===== src/rtl/keypad_pkg.sv =====
// Shared types, key map and column-drive helper for the 4x4 keypad scanner.
package keypad_pkg;

    typedef enum logic [1:0] {IDLE, CAND, PRESSED} kp_state_t;

    typedef enum {SCAN_NONE, SCAN_SINGLE, SCAN_MULTI} scan_res_t;

    // Indexed [column][row]; row 0 first within each column.
    localparam logic [3:0] KEY_MAP [4][4] = '{
        '{4'h1, 4'h4, 4'h7, 4'h0},
        '{4'h2, 4'h5, 4'h8, 4'hF},
        '{4'h3, 4'h6, 4'h9, 4'hE},
        '{4'hA, 4'hB, 4'hC, 4'hD}
    };

    function automatic logic [3:0] col_drive(input logic [1:0] idx);
        return ~(4'b0001 << idx);
    endfunction

endpackage


===== src/rtl/keypad_row_sync.sv =====
// Two-flop synchronizer for the asynchronous keypad rows; resets to idle (all ones).
module keypad_row_sync #(
    parameter int unsigned WIDTH = 4
) (
    input  logic             clk,
    input  logic             reset,
    input  logic [WIDTH-1:0] d,
    output logic [WIDTH-1:0] q
);

    logic [WIDTH-1:0] meta;

    always_ff @(posedge clk or posedge reset) begin
        if (reset) begin
            meta <= '1;
            q    <= '1;
        end else begin
            meta <= d;
            q    <= meta;
        end
    end

endmodule


===== src/rtl/keypad_scanner.sv =====
// 4x4 matrix keypad scanner with scan-level debounce and a one-cycle key strobe.
// Define KEYPAD_REPEAT_EN to enable typematic repeat while a key stays held.
module keypad_scanner
    import keypad_pkg::*;
#(
    parameter int unsigned SCAN_BITS      = 16,
    parameter int unsigned DEBOUNCE_SCANS = 4,
    parameter int unsigned REPEAT_SCANS   = 64
) (
    input  logic       clk,
    input  logic       reset,
    input  logic [3:0] row,
    output logic [3:0] col,
    output logic [3:0] key_code,
    output logic       key_valid,
    output logic       key_held
);

    localparam int unsigned DB_W = $clog2(DEBOUNCE_SCANS + 1);

    // Rows need two dwell cycles to pass the synchronizer after a column change.
    if (SCAN_BITS < 2 || DEBOUNCE_SCANS < 1 || REPEAT_SCANS < 1) begin : g_param_check
        $error("keypad_scanner: SCAN_BITS>=2, DEBOUNCE_SCANS>=1, REPEAT_SCANS>=1 required");
    end

    logic [3:0]           row_s;
    logic [SCAN_BITS-1:0] dwell;
    logic [1:0]           col_idx;
    logic [1:0]           acc_hits;
    logic [3:0]           acc_code;

    kp_state_t            state;
    logic [3:0]           cand;
    logic [DB_W-1:0]      stable;
    logic [DB_W-1:0]      rel;

    logic [3:0]           col_low;
    logic [2:0]           col_hits;
    logic [3:0]           col_code;
    logic [2:0]           tot_hits;
    logic [3:0]           scan_code;
    scan_res_t            scan_res;
    logic                 sample;
    logic                 scan_end;
    logic                 single;
    logic [DB_W-1:0]      stable_nxt;
    logic                 accept;

    keypad_row_sync #(.WIDTH(4)) u_row_sync (
        .clk   (clk),
        .reset (reset),
        .d     (row),
        .q     (row_s)
    );

    // Classify the current column merged with the scan accumulated so far.
    always_comb begin
        col_low  = ~row_s;
        col_hits = 3'd0;
        col_code = 4'h0;
        for (int r = 3; r >= 0; r--) begin
            col_hits = col_hits + 3'(col_low[r]);
            if (col_low[r]) begin
                col_code = KEY_MAP[col_idx][2'(r)];
            end
        end
        tot_hits  = 3'(acc_hits) + col_hits;
        scan_code = (col_hits != 3'd0) ? col_code : acc_code;
        if (tot_hits == 3'd0) begin
            scan_res = SCAN_NONE;
        end else if (tot_hits == 3'd1) begin
            scan_res = SCAN_SINGLE;
        end else begin
            scan_res = SCAN_MULTI;
        end
        sample     = (dwell == '1);
        scan_end   = sample && (col_idx == 2'd3);
        single     = (scan_res == SCAN_SINGLE);
        stable_nxt = (state == CAND && scan_code == cand) ? stable + DB_W'(1) : DB_W'(1);
        accept     = single && (state != PRESSED) && (stable_nxt == DB_W'(DEBOUNCE_SCANS));
    end

    // Column dwell timing and per-scan hit accumulation.
    always_ff @(posedge clk or posedge reset) begin
        if (reset) begin
            dwell    <= '0;
            col_idx  <= 2'd0;
            col      <= 4'b1110;
            acc_hits <= 2'd0;
            acc_code <= 4'h0;
        end else begin
            dwell <= dwell + SCAN_BITS'(1);
            if (sample) begin
                col_idx <= col_idx + 2'd1;
                col     <= col_drive(col_idx + 2'd1);
                if (scan_end) begin
                    acc_hits <= 2'd0;
                    acc_code <= 4'h0;
                end else begin
                    acc_hits <= (tot_hits >= 3'd2) ? 2'd2 : tot_hits[1:0];
                    acc_code <= scan_code;
                end
            end
        end
    end

`ifdef KEYPAD_REPEAT_EN
    localparam int unsigned RP_W = $clog2(REPEAT_SCANS + 1);
    logic [RP_W-1:0] rep;
`endif

    // Debounce FSM: advances only on scan-end cycles.
    always_ff @(posedge clk or posedge reset) begin
        if (reset) begin
            state     <= IDLE;
            cand      <= 4'h0;
            stable    <= '0;
            rel       <= '0;
            key_code  <= 4'h0;
            key_valid <= 1'b0;
            key_held  <= 1'b0;
`ifdef KEYPAD_REPEAT_EN
            rep       <= '0;
`endif
        end else begin
            key_valid <= 1'b0;
            if (scan_end) begin
                case (state)
                    IDLE, CAND: begin
                        if (!single) begin
                            state  <= IDLE;
                            stable <= '0;
                        end else if (accept) begin
                            state     <= PRESSED;
                            key_code  <= scan_code;
                            key_valid <= 1'b1;
                            key_held  <= 1'b1;
                            stable    <= '0;
                            rel       <= '0;
`ifdef KEYPAD_REPEAT_EN
                            rep       <= '0;
`endif
                        end else begin
                            state  <= CAND;
                            cand   <= scan_code;
                            stable <= stable_nxt;
                        end
                    end
                    PRESSED: begin
                        if (single) begin
                            rel <= '0;
                        end else if (rel + DB_W'(1) == DB_W'(DEBOUNCE_SCANS)) begin
                            state    <= IDLE;
                            key_held <= 1'b0;
                            rel      <= '0;
                        end else begin
                            rel <= rel + DB_W'(1);
                        end
`ifdef KEYPAD_REPEAT_EN
                        if (single && scan_code == key_code) begin
                            if (rep + RP_W'(1) == RP_W'(REPEAT_SCANS)) begin
                                key_valid <= 1'b1;
                                rep       <= '0;
                            end else begin
                                rep <= rep + RP_W'(1);
                            end
                        end else begin
                            rep <= '0;
                        end
`endif
                    end
                    default: state <= IDLE;
                endcase
            end
        end
    end

endmodule


===== config.mk =====
export PLATFORM = sky130hd
export DESIGN_NAME = keypad_scanner
export DESIGN_NICKNAME = d
export VERILOG_FILES = /design/src/rtl/keypad_pkg.sv /design/src/rtl/keypad_row_sync.sv /design/src/rtl/keypad_scanner.sv
export SDC_FILE = /design/constraint.sdc
export NUM_CORES = 1
export LEC_CHECK = 0
export ABC_CLOCK_PERIOD_IN_PS = 9500
export CELL_PAD_IN_SITES_DETAIL_PLACEMENT = 1
export CELL_PAD_IN_SITES_GLOBAL_PLACEMENT = 1
export CORE_MARGIN = 5
export CORE_UTILIZATION = 35
export DETAILED_ROUTE_END_ITERATION = 8
export MAX_ROUTING_LAYER = met4
export PLACE_DENSITY = 0.63
export SKIP_LAST_GASP = 1
export SLEW_MARGIN = 20
export SYNTH_ARGS = -nofsm -noshare
export SYNTH_HDL_FRONTEND = slang
export SYNTH_SLANG_ARGS = --single-unit

===== constraint.sdc =====
create_clock -name clk -period 9.5 [get_ports clk]
set_input_delay 2.85 -clock clk [delete_from_list [all_inputs] [get_ports clk]]
set_output_delay 2.85 -clock clk [all_outputs]
set_load 0.005 [all_outputs]

==> flow_summary.rst <==
.. list-table::
   :header-rows: 1

   * - Metric
     - Value
   * - FP Rows
     - 32
   * - Setup Total Neg Slack
     - 0 ps
   * - Power per Cell Area
     - between 100 and 150 mW/mm²
   * - Clock insertion delay at the later pin of the skew report
     - just over 300 ps
   * - Die ar.
     - 0.00952 mm²
   * - Fraction of layout cells with a size suffix above 1
     - between 15 and 20%
   * - Pre-Repair DR Iteration Count
     - 4
   * - Worst Setup Slack post-DPL
     - between 5000 and 6000 ps
   * - Launching element type of the critical path
     - flip-flop
   * - Floorplan die height
     - between 90 and 100 µm
   * - Proportion of synthesized chip area in sequential cells
     - 50.9%
   * - Final clock period utilization by the worst path
     - roughly 44%
   * - Leakage power figure
     - 1.37 nW
   * - Clock Root Buffer
     - sky130_fd_sc_hd__clkbuf_8
   * - Post-synth top area cell
     - sky130_fd_sc_hd__dfrtp_1
   * - Slowest Stage Delay on Critical Path
     - 540 ps
   * - Drc violations
     - 0
   * - Count of flip-flops with a built-in enable after synthesis
     - 0
   * - Clock tree from TritonCTS
     - built
   * - Endpoint kind of the worst setup timing path
     - output port
   * - Post-CTS repair timing setup buffer count
     - 0
   * - Worst hold path type
     - flip-flop to flip-flop
   * - Average via count per standard cell
     - 4.84
   * - Slowest-stage cell, CP
     - sky130_fd_sc_hd__dfstp_2
   * - Post-synthesis average cell area
     - 11.4 µm²
   * - Total setup violations reported at the end of the flow
     - 0
   * - Biggest area contributors in the synthesized netlist
     - sky130_fd_sc_hd__dfrtp_1, sky130_fd_sc_hd__dfstp_2, sky130_fd_sc_hd__ha_1
   * - Type of the setup path with the least slack
     - flip-flop to output port
   * - Cell family with the largest share of critical-path delay
     - flip-flops
   * - Initial antenna violation count
     - 0
   * - Number of nets in the layout
     - between 200 and 300
   * - Synthesized cell area
     - 0.00268 mm²
   * - Worst slew pin tran
     - between 800 and 900 ps
   * - Post-synth top flop
     - sky130_fd_sc_hd__dfrtp_1
   * - Critical-path cell list
     - clkdlybuf4s50_1
   * - Per-cell routed wire length
     - between 10 and 15 µm
   * - Buffer levels on the longest clock path
     - 2
   * - Number of non-filler instances in the completed layout
     - ~360
   * - Max-slew violation count
     - 0
   * - Final Skew
     - about 6.7 ps
   * - Critical path data arrival time
     - 1340 ps
   * - Share of Yosys cell area claimed by the top area cell type
     - 40.1%
   * - Number of warnings printed during yosys synthesis
     - 0
   * - Count of unique library cells instantiated by Yosys
     - 49
   * - Maximum number of pins on one net before global-route repair
     - 55
   * - Antenna diode count
     - 0
   * - Cells after DPL
     - 348
   * - Clock transition at the register clock pins on the worst setup and hold paths after CTS
     - 100 ps
   * - Number of buffers created by CTS
     - 5
   * - Total Wirelength
     - 5160 µm
   * - DR iter-0 viols
     - between 50 and 60
   * - # port buffers
     - 15
   * - Critical path data required time
     - roughly 6700 ps
   * - Period minus WS final
     - roughly 4200 ps
   * - Final count of hold timing violations
     - 0
   * - Setup repair after global routing missed its margin
     - false
   * - # clock sinks
     - 54
   * - Floorplan die width
     - ~98 µm
   * - Via count of the routed design
     - about 1,700
   * - Half-perimeter wire length after detailed placement
     - between 3000 and 4000 µm
   * - Synthesized instance count
     - 236
   * - Number of gates given a new drive strength after cts
     - 0
   * - Post-CTS Hold Buffers
     - 0
   * - Max-slew headroom at the worst pin
     - 45.5%
   * - Post-synthesis sequential element count
     - 54
   * - Worst setup slack after layout
     - between 5000 and 6000 ps
   * - RePlAce Congestion
     - 0.766
   * - Total congestion overflow after global routing
     - 0
   * - Total power consumption of the routed design
     - about 0.43 mW
   * - Layout-stage area growth over the synthesis result
     - 13.9%
   * - Async S/R FF share, synth
     - between 90% and 100%
   * - Highest clock rate
     - 239 MHz
   * - Critical path peak fanout
     - 2
   * - Outcome
     - completed
   * - Peak supply drop
     - around 64 µV
   * - Effective utilization at floorplan
     - 35.3%
   * - Via count of the first global-routing pass
     - approximately 1,900
   * - Net Count, Synth
     - approximately 260
   * - Core outline area
     - ~0.0076 mm²
   * - Top-level port count
     - 16
   * - First-pass GRT wire length
     - around 9100 µm
   * - CTS H-Tree Depth
     - 2
   * - Buffering stage count on the worst path with inverters included
     - 1
   * - Antenna Nets Post-Route
     - 0
   * - Global-route usage over all layers
     - roughly an eighth
   * - Max-cap viol count
     - 0
-- report_power, final --
| group | leakage, nW | switching (mW) | internal (mW) |
|---|---|---|---|
| clock network | 0.0504 | 0.0791 | 0.0785 |
| logic | 0.621 | 0.0229 | 0.0115 |
| registers | 0.702 | 0.000933 | 0.233 |
-- cell families after synthesis --
logic type | share of synthesized area [%]
xor gates and xnor gates | 6.20
and+or+nand+nor | 17.8
buffers and inverters | 3.73
adders and majority gates | 8.02
DFF | 50.9
AOI/OAI and AO/OA | 9.60
muxes | 3.78
-- sequential cells by signal, summed over array words and instances, names as in the netlist --
register,count
acc_code,4
acc_hits,2
cand,4
col,4
col_idx,2
dwell,16
key_code,4
key_held,1
key_valid,1
rel,3
stable,3
state,2
u_row_sync.meta,4
u_row_sync.q,4
-- per-layer routing --
layer  GRT usage [%]  share of wire (%)
met1            15.6                 50
met2            18.7                 47
met3            2.15                1.4
met4            3.83                1.1
met5               -                  0
-- area by class of cell --
type                            instances  area (µm²)
Fill cell                             847        4550
Sequential cell                        54        1370
Multi-Input combinational cell        156        1220
Timing Repair Buffer                   16         158
Tap cell                              102         128
Inverter                               20        75.1
Clock buffer                            5        68.8
Clock inverter                          3        45.0
-- cell usage after synthesis, types with 3 or more instances --
library cell and count:
sky130_fd_sc_hd__dfstp_2 11, sky130_fd_sc_hd__and3_1 4, sky130_fd_sc_hd__o21ai_0 8, sky130_fd_sc_hd__mux2_2 9, sky130_fd_sc_hd__nand3_1 9, sky130_fd_sc_hd__nand2_1 25
sky130_fd_sc_hd__o31ai_1 3, sky130_fd_sc_hd__nor4b_1 3, sky130_fd_sc_hd__xor2_1 5, sky130_fd_sc_hd__nor4_1 3, sky130_fd_sc_hd__a21o_1 5, sky130_fd_sc_hd__ha_1 14
sky130_fd_sc_hd__clkbuf_1 4, sky130_fd_sc_hd__and4_1 3, sky130_fd_sc_hd__a211oi_1 4, sky130_fd_sc_hd__inv_1 20, sky130_fd_sc_hd__xnor2_1 14, sky130_fd_sc_hd__nor2_1 4
sky130_fd_sc_hd__dfrtp_1 43, sky130_fd_sc_hd__a21oi_1 3, sky130_fd_sc_hd__nand4_1 6
-- placed cells by master (no fill, tap or decap), types with 2 or more instances in the layout --
| cell | n |
|---|---|
| sky130_fd_sc_hd__inv_1 | 19 |
| sky130_fd_sc_hd__clkinvlp_4 | 2 |
| sky130_fd_sc_hd__xor2_1 | 5 |
| sky130_fd_sc_hd__xnor2_1 | 14 |
| sky130_fd_sc_hd__a21o_1 | 5 |
| sky130_fd_sc_hd__and3_1 | 4 |
| sky130_fd_sc_hd__nand2_1 | 25 |
| sky130_fd_sc_hd__nor2b_1 | 2 |
| sky130_fd_sc_hd__nor4b_1 | 3 |
| sky130_fd_sc_hd__nand4_1 | 6 |
| sky130_fd_sc_hd__dfrtp_1 | 43 |
| sky130_fd_sc_hd__nor4_4 | 2 |
| sky130_fd_sc_hd__fa_1 | 2 |
| sky130_fd_sc_hd__nand3_1 | 9 |
| sky130_fd_sc_hd__a21oi_1 | 3 |
| sky130_fd_sc_hd__nor2_1 | 4 |
| sky130_fd_sc_hd__nor4_1 | 3 |
| sky130_fd_sc_hd__or2b_2 | 2 |
| sky130_fd_sc_hd__a211oi_1 | 4 |
| sky130_fd_sc_hd__clkbuf_8 | 5 |
| sky130_fd_sc_hd__a31oi_1 | 2 |
| sky130_fd_sc_hd__mux2_2 | 9 |
| sky130_fd_sc_hd__dfstp_2 | 11 |
| sky130_fd_sc_hd__o31ai_1 | 3 |
| sky130_fd_sc_hd__ha_1 | 14 |
| sky130_fd_sc_hd__nor3b_1 | 2 |
| sky130_fd_sc_hd__or2_2 | 2 |
| sky130_fd_sc_hd__clkdlybuf4s50_1 | 15 |
| sky130_fd_sc_hd__and4_1 | 3 |
| sky130_fd_sc_hd__nand3b_1 | 2 |
| sky130_fd_sc_hd__o21ai_0 | 8 |
-- per-stage QoR --
stage	area (µm²)	hold WS (ps)	utilization (%)
CTS	3060	363	40.2
detailed placement	2940	347	38.7
finish	3060	361	40.2
global route	3060	370	40.2
floorplan	2680	345	-
global placement	2940	347	38.7
-- final timing paths --
kind / cells past startpoint / slack [ps] / from / to
min in group asynchronous: 3 / 3040 / reset / acc_code[1]$_DFFE_PP0N_
min reg2reg: 0 / 360 / u_row_sync.meta[0]$_DFF_PP1_ / u_row_sync.q[0]$_DFF_PP1_
max in group asynchronous: 3 / 6010 / reset / cand[0]$_DFFE_PP0P_
max reg2reg: 10 / 5610 / u_row_sync.q[0]$_DFF_PP1_ / key_code[2]$_DFFE_PP0P_
max: 1 / 5310 / col[2]$_DFFE_PP1N_ / col[2]
min: 0 / 360 / u_row_sync.meta[0]$_DFF_PP1_ / u_row_sync.q[0]$_DFF_PP1_
No activity file was read; power rests on OpenSTA's default activity.
